`config.mk`:
```
export PLATFORM = sky130hd
export DESIGN_NAME = bram_be_requester_flat
export DESIGN_NICKNAME = d
export VERILOG_FILES = /design/src/rtl/bram_be_requester_if.sv /design/src/rtl/bram_be_requester.sv /design/src/flat_wrapper.sv
export SDC_FILE = /design/constraint.sdc
export NUM_CORES = 1
export LEC_CHECK = 0
export ABC_AREA = 1
export CORE_MARGIN = 8
export CORE_UTILIZATION = 50
export DETAILED_ROUTE_END_ITERATION = 12
export DONT_BUFFER_PORTS = 1
export GPL_TIMING_DRIVEN = 0
export PLACE_DENSITY = 0.77
export RECOVER_POWER = 25
export SLEW_MARGIN = 10
export SYNTH_ARGS = -nofsm -noshare
export SYNTH_HDL_FRONTEND = slang
export SYNTH_SLANG_ARGS = --single-unit
```
`constraint.sdc`:
```
create_clock -name CLK -period 1.4 [get_ports CLK]
set_input_delay 0.21 -clock CLK [delete_from_list [all_inputs] [get_ports CLK]]
set_output_delay 0.21 -clock CLK [all_outputs]
set_load 0.02 [all_outputs]
```
`src/rtl/bram_be_requester_if.sv`:
```
// Request, response and RAM-port signal bundle for bram_be_requester.
// Handshakes: a transfer happens on a rising CLK edge where VALID and READY
// are both high; VALID never waits on READY, and a held VALID keeps its
// payload stable until the transfer.
interface bram_be_requester_if #(
  parameter int ADDR_WIDTH = 1,
  parameter int DATA_WIDTH = 8,
  parameter int BE_WIDTH   = DATA_WIDTH / 8
);
  logic                  REQ_VALID;
  logic                  REQ_READY;
  logic                  REQ_WE;
  logic [ADDR_WIDTH-1:0] REQ_ADDR;
  logic [DATA_WIDTH-1:0] REQ_DATA;
  logic [BE_WIDTH-1:0]   REQ_BE;

  logic                  RSP_VALID;
  logic                  RSP_READY;
  logic [DATA_WIDTH-1:0] RSP_DATA;

  logic [ADDR_WIDTH-1:0] MEM_ADDR;
  logic [DATA_WIDTH-1:0] MEM_DI;
  logic [BE_WIDTH-1:0]   MEM_BE;
  logic                  MEM_WE;
  logic                  MEM_RE;
  logic [DATA_WIDTH-1:0] MEM_DO;

  logic                  BUSY;

  // The requester block itself.
  modport slave (
    input  REQ_VALID, REQ_WE, REQ_ADDR, REQ_DATA, REQ_BE, RSP_READY, MEM_DO,
    output REQ_READY, RSP_VALID, RSP_DATA,
    output MEM_ADDR, MEM_DI, MEM_BE, MEM_WE, MEM_RE, BUSY
  );

  // The surrounding system: request source, response sink and the RAM.
  modport master (
    output REQ_VALID, REQ_WE, REQ_ADDR, REQ_DATA, REQ_BE, RSP_READY, MEM_DO,
    input  REQ_READY, RSP_VALID, RSP_DATA,
    input  MEM_ADDR, MEM_DI, MEM_BE, MEM_WE, MEM_RE, BUSY
  );
endinterface

```
`src/rtl/bram_be_requester.sv`:
```
// Byte-enable RAM requester: forwards requests straight onto one RAM port,
// captures read data one cycle after the read and buffers it in a 3-entry
// response FIFO. Request acceptance is credit-based on registered state so a
// read is only issued when a FIFO slot is guaranteed for its data.
module bram_be_requester #(
  parameter int ADDR_WIDTH = 1,
  parameter int DATA_WIDTH = 8,
  parameter int BE_WIDTH   = DATA_WIDTH / 8
) (
  input logic                    CLK,
  input logic                    RST,
  bram_be_requester_if.slave     bus
);

  localparam int DEPTH = 3;

  logic                  fire;
  logic                  push;
  logic                  pop;
  logic                  in_flight;
  logic [1:0]            count;
  logic [1:0]            wr_ptr;
  logic [1:0]            rd_ptr;
  logic [2:0]            used;
  logic [DATA_WIDTH-1:0] fifo_mem [DEPTH];

  logic [ADDR_WIDTH-1:0] mem_addr_w;
  logic [DATA_WIDTH-1:0] mem_di_w;
  logic [BE_WIDTH-1:0]   mem_be_w;

  function automatic logic [1:0] ptr_next(input logic [1:0] p);
    return (p == 2'(DEPTH - 1)) ? 2'd0 : p + 2'd1;
  endfunction

  // Slots already spoken for: buffered words plus the read whose data is on
  // MEM_DO this cycle. Only registered state feeds REQ_READY.
  assign used          = {1'b0, count} + {2'b0, in_flight};
  assign bus.REQ_READY = !RST && (used < 3'(DEPTH));
  assign fire          = bus.REQ_VALID && bus.REQ_READY;

  // RAM port is a straight combinational pass-through of the request.
  assign mem_addr_w   = bus.REQ_ADDR;
  assign mem_di_w     = bus.REQ_DATA;
  assign mem_be_w     = bus.REQ_BE;
  assign bus.MEM_ADDR = mem_addr_w;
  assign bus.MEM_DI   = mem_di_w;
  assign bus.MEM_BE   = mem_be_w;
  assign bus.MEM_WE   = fire && bus.REQ_WE;
  assign bus.MEM_RE   = fire && !bus.REQ_WE;

  assign push          = in_flight;
  assign bus.RSP_VALID = !RST && (count != 2'd0);
  assign bus.RSP_DATA  = fifo_mem[rd_ptr];
  assign pop           = bus.RSP_VALID && bus.RSP_READY;
  assign bus.BUSY      = !RST && (in_flight || (count != 2'd0));

  // Track the single outstanding read; reset drops a read issued just before.
  always_ff @(posedge CLK) begin
    if (RST) begin
      in_flight <= 1'b0;
    end else begin
      in_flight <= fire && !bus.REQ_WE;
    end
  end

  // FIFO pointers and occupancy; push and pop together keep occupancy.
  always_ff @(posedge CLK) begin
    if (RST) begin
      wr_ptr <= 2'd0;
      rd_ptr <= 2'd0;
      count  <= 2'd0;
    end else begin
      if (push) begin
        wr_ptr <= ptr_next(wr_ptr);
      end
      if (pop) begin
        rd_ptr <= ptr_next(rd_ptr);
      end
      case ({push, pop})
        2'b10:   count <= count + 2'd1;
        2'b01:   count <= count - 2'd1;
        default: count <= count;
      endcase
    end
  end

  // FIFO storage captures RAM read data; contents survive reset untouched.
  always_ff @(posedge CLK) begin
    if (push && !RST) begin
      fifo_mem[wr_ptr] <= bus.MEM_DO;
    end
  end

endmodule

```
`src/flat_wrapper.sv`:
```
// flat-port wrapper written by rule: the top's interface ports become plain ports
module bram_be_requester_flat 
#(
  parameter int ADDR_WIDTH = 1,
  parameter int DATA_WIDTH = 8,
  parameter int BE_WIDTH   = DATA_WIDTH / 8
)
  (CLK, RST, bus_REQ_VALID, bus_REQ_WE, bus_REQ_ADDR, bus_REQ_DATA, bus_REQ_BE, bus_RSP_READY, bus_MEM_DO, bus_REQ_READY, bus_RSP_VALID, bus_RSP_DATA, bus_MEM_ADDR, bus_MEM_DI, bus_MEM_BE, bus_MEM_WE, bus_MEM_RE, bus_BUSY);
  bram_be_requester_if #(.ADDR_WIDTH(ADDR_WIDTH), .DATA_WIDTH(DATA_WIDTH), .BE_WIDTH(BE_WIDTH)) bus_i ();
  input logic CLK;
  input logic RST;
  input wire logic [$bits(bus_i.REQ_VALID)-1:0] bus_REQ_VALID;
  input wire logic [$bits(bus_i.REQ_WE)-1:0] bus_REQ_WE;
  input wire logic [$bits(bus_i.REQ_ADDR)-1:0] bus_REQ_ADDR;
  input wire logic [$bits(bus_i.REQ_DATA)-1:0] bus_REQ_DATA;
  input wire logic [$bits(bus_i.REQ_BE)-1:0] bus_REQ_BE;
  input wire logic [$bits(bus_i.RSP_READY)-1:0] bus_RSP_READY;
  input wire logic [$bits(bus_i.MEM_DO)-1:0] bus_MEM_DO;
  output wire logic [$bits(bus_i.REQ_READY)-1:0] bus_REQ_READY;
  output wire logic [$bits(bus_i.RSP_VALID)-1:0] bus_RSP_VALID;
  output wire logic [$bits(bus_i.RSP_DATA)-1:0] bus_RSP_DATA;
  output wire logic [$bits(bus_i.MEM_ADDR)-1:0] bus_MEM_ADDR;
  output wire logic [$bits(bus_i.MEM_DI)-1:0] bus_MEM_DI;
  output wire logic [$bits(bus_i.MEM_BE)-1:0] bus_MEM_BE;
  output wire logic [$bits(bus_i.MEM_WE)-1:0] bus_MEM_WE;
  output wire logic [$bits(bus_i.MEM_RE)-1:0] bus_MEM_RE;
  output wire logic [$bits(bus_i.BUSY)-1:0] bus_BUSY;
  assign bus_i.REQ_VALID = bus_REQ_VALID;
  assign bus_i.REQ_WE = bus_REQ_WE;
  assign bus_i.REQ_ADDR = bus_REQ_ADDR;
  assign bus_i.REQ_DATA = bus_REQ_DATA;
  assign bus_i.REQ_BE = bus_REQ_BE;
  assign bus_i.RSP_READY = bus_RSP_READY;
  assign bus_i.MEM_DO = bus_MEM_DO;
  assign bus_REQ_READY = bus_i.REQ_READY;
  assign bus_RSP_VALID = bus_i.RSP_VALID;
  assign bus_RSP_DATA = bus_i.RSP_DATA;
  assign bus_MEM_ADDR = bus_i.MEM_ADDR;
  assign bus_MEM_DI = bus_i.MEM_DI;
  assign bus_MEM_BE = bus_i.MEM_BE;
  assign bus_MEM_WE = bus_i.MEM_WE;
  assign bus_MEM_RE = bus_i.MEM_RE;
  assign bus_BUSY = bus_i.BUSY;
  bram_be_requester #(.ADDR_WIDTH(ADDR_WIDTH), .DATA_WIDTH(DATA_WIDTH), .BE_WIDTH(BE_WIDTH)) u_core (.CLK(CLK), .RST(RST), .bus(bus_i));
endmodule
```
Word-level counts from Yosys, hierarchy flattened
Memories as Yosys holds them, arrays and structs flattened. A register that Yosys moved wholly into a read port is not among the register bits.
Cells that the tools add are included.
{"block": "word_totals", "input_bits": 23, "n_memories": 1, "ram_bits": 24, "regBits": 7}
{"block": "classes", "add_sub_neg": 5, "magnitude_cmp": 1, "n_eq_ne": 4, "mux": 7, "n_reduce_logical": 13}
{"name": "u_core.fifo_mem", "words": 3, "word_bits": 8, "read_ports": 1, "rd_ports_with_merged_regs": 1, "write_ports": 1, "line_no": "bram_be_requester.sv:25", "text": "logic [DATA_WIDTH-1:0] fifo_mem [DEPTH];"}
{"cell": "$logic_and A1 B1 Y1", "n": 8}
{"cell": "$mux W2", "n": 4}
{"cell": "$add A2 B1 Y2 const B", "n": 3}
{"cell": "$eq A2 B2 Y1 const B", "n": 3}
{"cell": "$pmux W2 S2", "n": 1}
{"cell": "$reduce_bool A2 Y1", "n": 2}
{"cell": "$add A2 B1 Y3", "n": 1}
{"cell": "$lt A3 B2 Y1 const B", "n": 1}
{"cell": "$eq A2 B1 Y1 const B", "n": 1}
{"cell": "$logic_not A1 Y1", "n": 2}
{"cell": "$mux W1", "n": 2}
{"cell": "$sub A2 B1 Y2 const B", "n": 1}
{"cell": "$logic_or A1 B1 Y1", "n": 1}

Longest topological paths before layout
{"block": "logic_depth", "ltp_word": 5, "mapped_depth": 10}

Least setup slack after synthesis
Ideal clock, no wire load.
{"block": "synth_path", "path_type": "reg-to-output", "start": "register u_core.count[0]", "end": "output bus_MEM_RE", "required_time_ns": 1.190, "t_arrival_ns": 1.457, "path_stages_with_launch": 8, "path_slack_ns": -0.267, "cell_sequence": "dfxtp_1 ha_1 ha_1 nand2_1 nand2_1 inv_1 nand2_1 nor2_1"}
{"block": "synth_via", "elab_chain_cells": 5}
{"element": "start, declared", "line_no": "bram_be_requester.sv:21", "text": "logic [1:0] count;"}
{"element": "start signal, assigned", "line_no": "bram_be_requester.sv:80", "text": "2'b10: count <= count + 2'd1;"}
{"element": "start signal, assigned", "line_no": "bram_be_requester.sv:81", "text": "2'b01: count <= count - 2'd1;"}
{"element": "start signal, assigned", "line_no": "bram_be_requester.sv:82", "text": "default: count <= count;"}
{"element": "$add A2 B1 Y3", "line_no": "bram_be_requester.sv:37", "text": "assign used = {1'b0, count} + {2'b0, in_flight};"}
{"element": "$lt A3 B2 Y1", "line_no": "bram_be_requester.sv:38", "text": "assign bus.REQ_READY = !RST && (used < 3'(DEPTH));"}
{"element": "$logic_and A1 B1 Y1", "line_no": "bram_be_requester.sv:38"}
{"element": "named net bus_REQ_READY", "line_no": "flat_wrapper.sv:19", "text": "output wire logic [$bits(bus_i.REQ_READY)-1:0] bus_REQ_READY;"}
{"element": "$logic_and A1 B1 Y1", "line_no": "bram_be_requester.sv:39", "text": "assign fire = bus.REQ_VALID && bus.REQ_READY;"}
{"element": "$logic_and A1 B1 Y1", "line_no": "bram_be_requester.sv:49", "text": "assign bus.MEM_RE = fire && !bus.REQ_WE;"}
{"element": "end, declared", "line_no": "flat_wrapper.sv:26", "text": "output wire logic [$bits(bus_i.MEM_RE)-1:0] bus_MEM_RE;"}
The timed path passes the listed nets, and every way through them passes these cells.

Final worst setup path
{"block": "layout_path", "start": "register u_core.in_flight", "end": "output bus_MEM_RE"}
{"block": "layout_via", "elab_chain_cells": 5}
{"element": "start, declared", "line_no": "bram_be_requester.sv:20", "text": "logic in_flight;"}
{"element": "start signal, assigned", "line_no": "bram_be_requester.sv:62", "text": "in_flight <= fire && !bus.REQ_WE;"}
{"element": "$add A2 B1 Y3", "line_no": "bram_be_requester.sv:37"}
{"element": "$lt A3 B2 Y1", "line_no": "bram_be_requester.sv:38"}
{"element": "$logic_and A1 B1 Y1", "line_no": "bram_be_requester.sv:38"}
{"element": "named net bus_REQ_READY", "line_no": "flat_wrapper.sv:19"}
{"element": "$logic_and A1 B1 Y1", "line_no": "bram_be_requester.sv:39"}
{"element": "$logic_and A1 B1 Y1", "line_no": "bram_be_requester.sv:49"}
The timed path passes the listed nets, and every way through them passes these cells.

==> impl_metrics.csv <==
group,metric,value,unit
global_routing,antenna_found_initial,0,
logic_synthesis,syn_nets,160,
pwr,vdd_drop_max,0.000940,V
routing,via_count,1053,
pwr,p_leak,0.738,nW
critical_path,cp-start-kind,"register",
flow_run,maxCapViolations,0,
pwr,power.total,2.07,mW
logic_synthesis,ys.warnings.count,0,
pwr,p_per_area,1000,nW/um2
critical_path,crit_required,1.19,ns
global_routing,grt_pass1_wl,5.52,mm
clocking,clk_pin_slew,0.10,ns
placement,gp_congestion,0.711,
routing,vias_per_cell,5.46,
clocking,cts_tree,"done",
routing,drc,0,
clocking,clockBufferDepth,2,
sta,period_needed,1.74,ns
routing,first_pass_iters,4,
placement,placement.io_buffers,0,
critical_path,crit_family,"flip-flops",
sta,tightestPinTransition,0.429,ns
run_status,violations,"setup timing",
logic_synthesis,syn_area,1400,um2
min_path,hp-class,"in2reg",
final_layout,fill_cells,180,
clocking,numCtsBuffers,5,
die,coreArea,2710,um2
placement,place_hpwl,2.08,mm
clocking,htree_num_levels,2,
global_routing,track_usage,16.1,%
placement,placed_area,1490,um2
sta,fin_crit_sh,124,%
die,io_pins,46,
routing,wirelength,3.75,mm
critical_path,cp_slowest_stage_delay,0.37,ns
sta,slew_headroom,71.3,%
sta,max_freq,576,MHz
critical_path,path_cells,"ha_4 -> ha_4 -> nand2_2 -> nand2_2 -> inv_4 -> nand2_4 -> nor2_4",
logic_synthesis,avgSynthCellArea,10.5,um2
die,die_w,69.0,um
sta,hold_viol,0,
critical_path,critPathArrivalTime,1.53,ns
global_routing,grt_max_degree,13,
sta,finalSetupViolations,7,
sta,worst_slack,-0.336,ns
critical_path,slowest_stage,"dfxtp_4",
sta,final_max_slew_viol_count,0,
die,die_h,69.0,um
final_layout,post-route-cell-area,2070,um2
final_layout,drive_gt1_share,50.0,%
final_layout,multi_input_area,686,um2
final_layout,finalNetCount,187,
global_routing,grt_pass1_vias,1112,
sta,skew,0.00675,ns
final_layout,n_antenna_cell,0,
logic_synthesis,ys_ff_latch,33,
run_status,status,"complete, but fails checks",
final_layout,seqCellArea,917,um2
routing,wl_per_cell,19.4,um
clocking,cts_num_sinks,33,
clocking,cts_root_buf,"clkbuf_4",
final_layout,synthToLayoutAreaGrowth,47.5,%
critical_path,crit_path_max_fanout,3,
global_routing,grt-ovfl-total,0,
critical_path,cp.buffers_inverters,1,
logic_synthesis,syn_inst,134,
sta,rsz0062_at_grt,"yes",
critical_path,critPathKind,"reg2out",
logic_synthesis,seq_area_frac_synth,64.2,%
die,die-area,4760,um2
logic_synthesis,yosysUniqueCellTypes,18,
die,initial_core_util,51.8,%
die,rows,19,
critical_path,critPathCaptureType,"primary output",
routing,first_iter_violations,49,
clocking,clock_latency,0.34,ns
routing,ant_nets,0,
## registers in the layout (all words and copies together), names as in the netlist, named ones only
signal	cells
u_core.count	2
u_core.rd_ptr	2
u_core.fifo_mem	24
u_core.wr_ptr	2
u_core.in_flight	1
## worst register-to-register path, stage by stage (launching register included)
cell and delay, ns:
dfxtp_4 0.37, buf_6 0.12, inv_4 0.05, nand2_4 0.05
nand3_4 0.07, clkinv_4 0.06, ha_4 0.28, inv_4 0.04
nand2_2 0.05, nor2_1 0.04, nor2_1 0.10, nor2_1 0.05
## worst paths after layout
kind                                                     from  cells past startpoint  slack [ns]                            to
worst max register to register   u_core.count[0]$_SDFFE_PP0P_                     11        0.03  u_core.count[1]$_SDFFE_PP0P_
worst min register to register  u_core.rd_ptr[1]$_SDFFE_PP0N_                      2        0.53                      register
worst min-delay path                            bus_REQ_VALID                      2        0.02   u_core.in_flight$_SDFF_PP0_
worst max-delay path              u_core.in_flight$_SDFF_PP0_                      7       -0.34                    bus_MEM_RE
## layout by cell type (no fill, tap or decap), drive strengths merged
cell type	synthesis	final
a21oi	17	17
buf	12	13
clkbuf	0	16
clkinv	1	4
clkinvlp	0	1
dfxtp	9	9
dlygate4sd3	0	9
edfxtp	24	24
ha	3	3
inv	14	12
nand2	26	26
nand3	3	3
nand4	1	1
nor2	20	20
nor3	1	1
o21ai	1	1
o22ai	2	2
## final cells by class
type                    instances  area share (%)
plain buffers                  11            2.78
clock buffers                   6            3.02
clock inverters                 2           0.786
inverters                      15            4.66
multi-input cells              74            33.1
flip-flops and latches         33            44.3
well taps                      31            1.87
repair buffers                 21            9.43
## cells by family after synthesis
logic type / Yosys count / share of synthesized area (%)
simple gates: 51 / 15.6
flops: 33 / 64.2
buf+inv: 27 / 10.2
compound gates: 20 / 7.31
fa+ha+maj: 3 / 2.68
## routing by layer
metal	wire [um]	global-route usage, %	share of wire (%)	vias up
met5	0	0	0	-
met4	126	8.77	3.4	0
met2	2110	29.5	56	42
li1	-	-	-	492
met1	1210	15.3	32	511
met3	299	5.49	8.0	8
## where the power goes
group / internal [mW] / switching, mW / leakage (nW)
clock: 0.306 / 0.351 / 0.0396
combinational: 0.132 / 0.200 / 0.406
sequential: 1.06 / 0.0229 / 0.293
total: 1.50 / 0.574 / 0.738
## repair_timing
item,4_1_cts,5_1_grt
setup buffers,8,6
hold endpoints to repair,25,0
pin swaps,15,22
gates resized for setup,54,43
endpoints found under the setup margin,38,39
hold buffers,9,0
## metrics by stage
step,util (%),hold WS (ns),worst slack (ns),instances,setup TNS [ns]
after detailed placement,55.1,0.288,-0.153,165,-3.49
after floorplan,-,0.282,0.0253,134,0
after CTS,71.3,0.0114,-0.381,190,-1.60
final,76.4,0.0224,-0.336,193,-0.818
after global routing,76.4,0.0106,-0.405,193,-1.67
after global placement,55.1,0.288,-0.140,165,-2.68
## cells in the mapped netlist (all sizes together)
cell	count	area, um2
inv	14	52.6
o21ai	1	5.00
dfxtp	9	180
edfxtp	24	721
nor2	20	75.1
nand3	3	27.5
o22ai	2	12.5
nand4	1	6.26
buf	12	85.1
nor3	1	10.0
a21oi	17	85.1
nand2	26	100
ha	3	37.5
clkinv	1	5.00
Power figures use the tool's default switching activity.
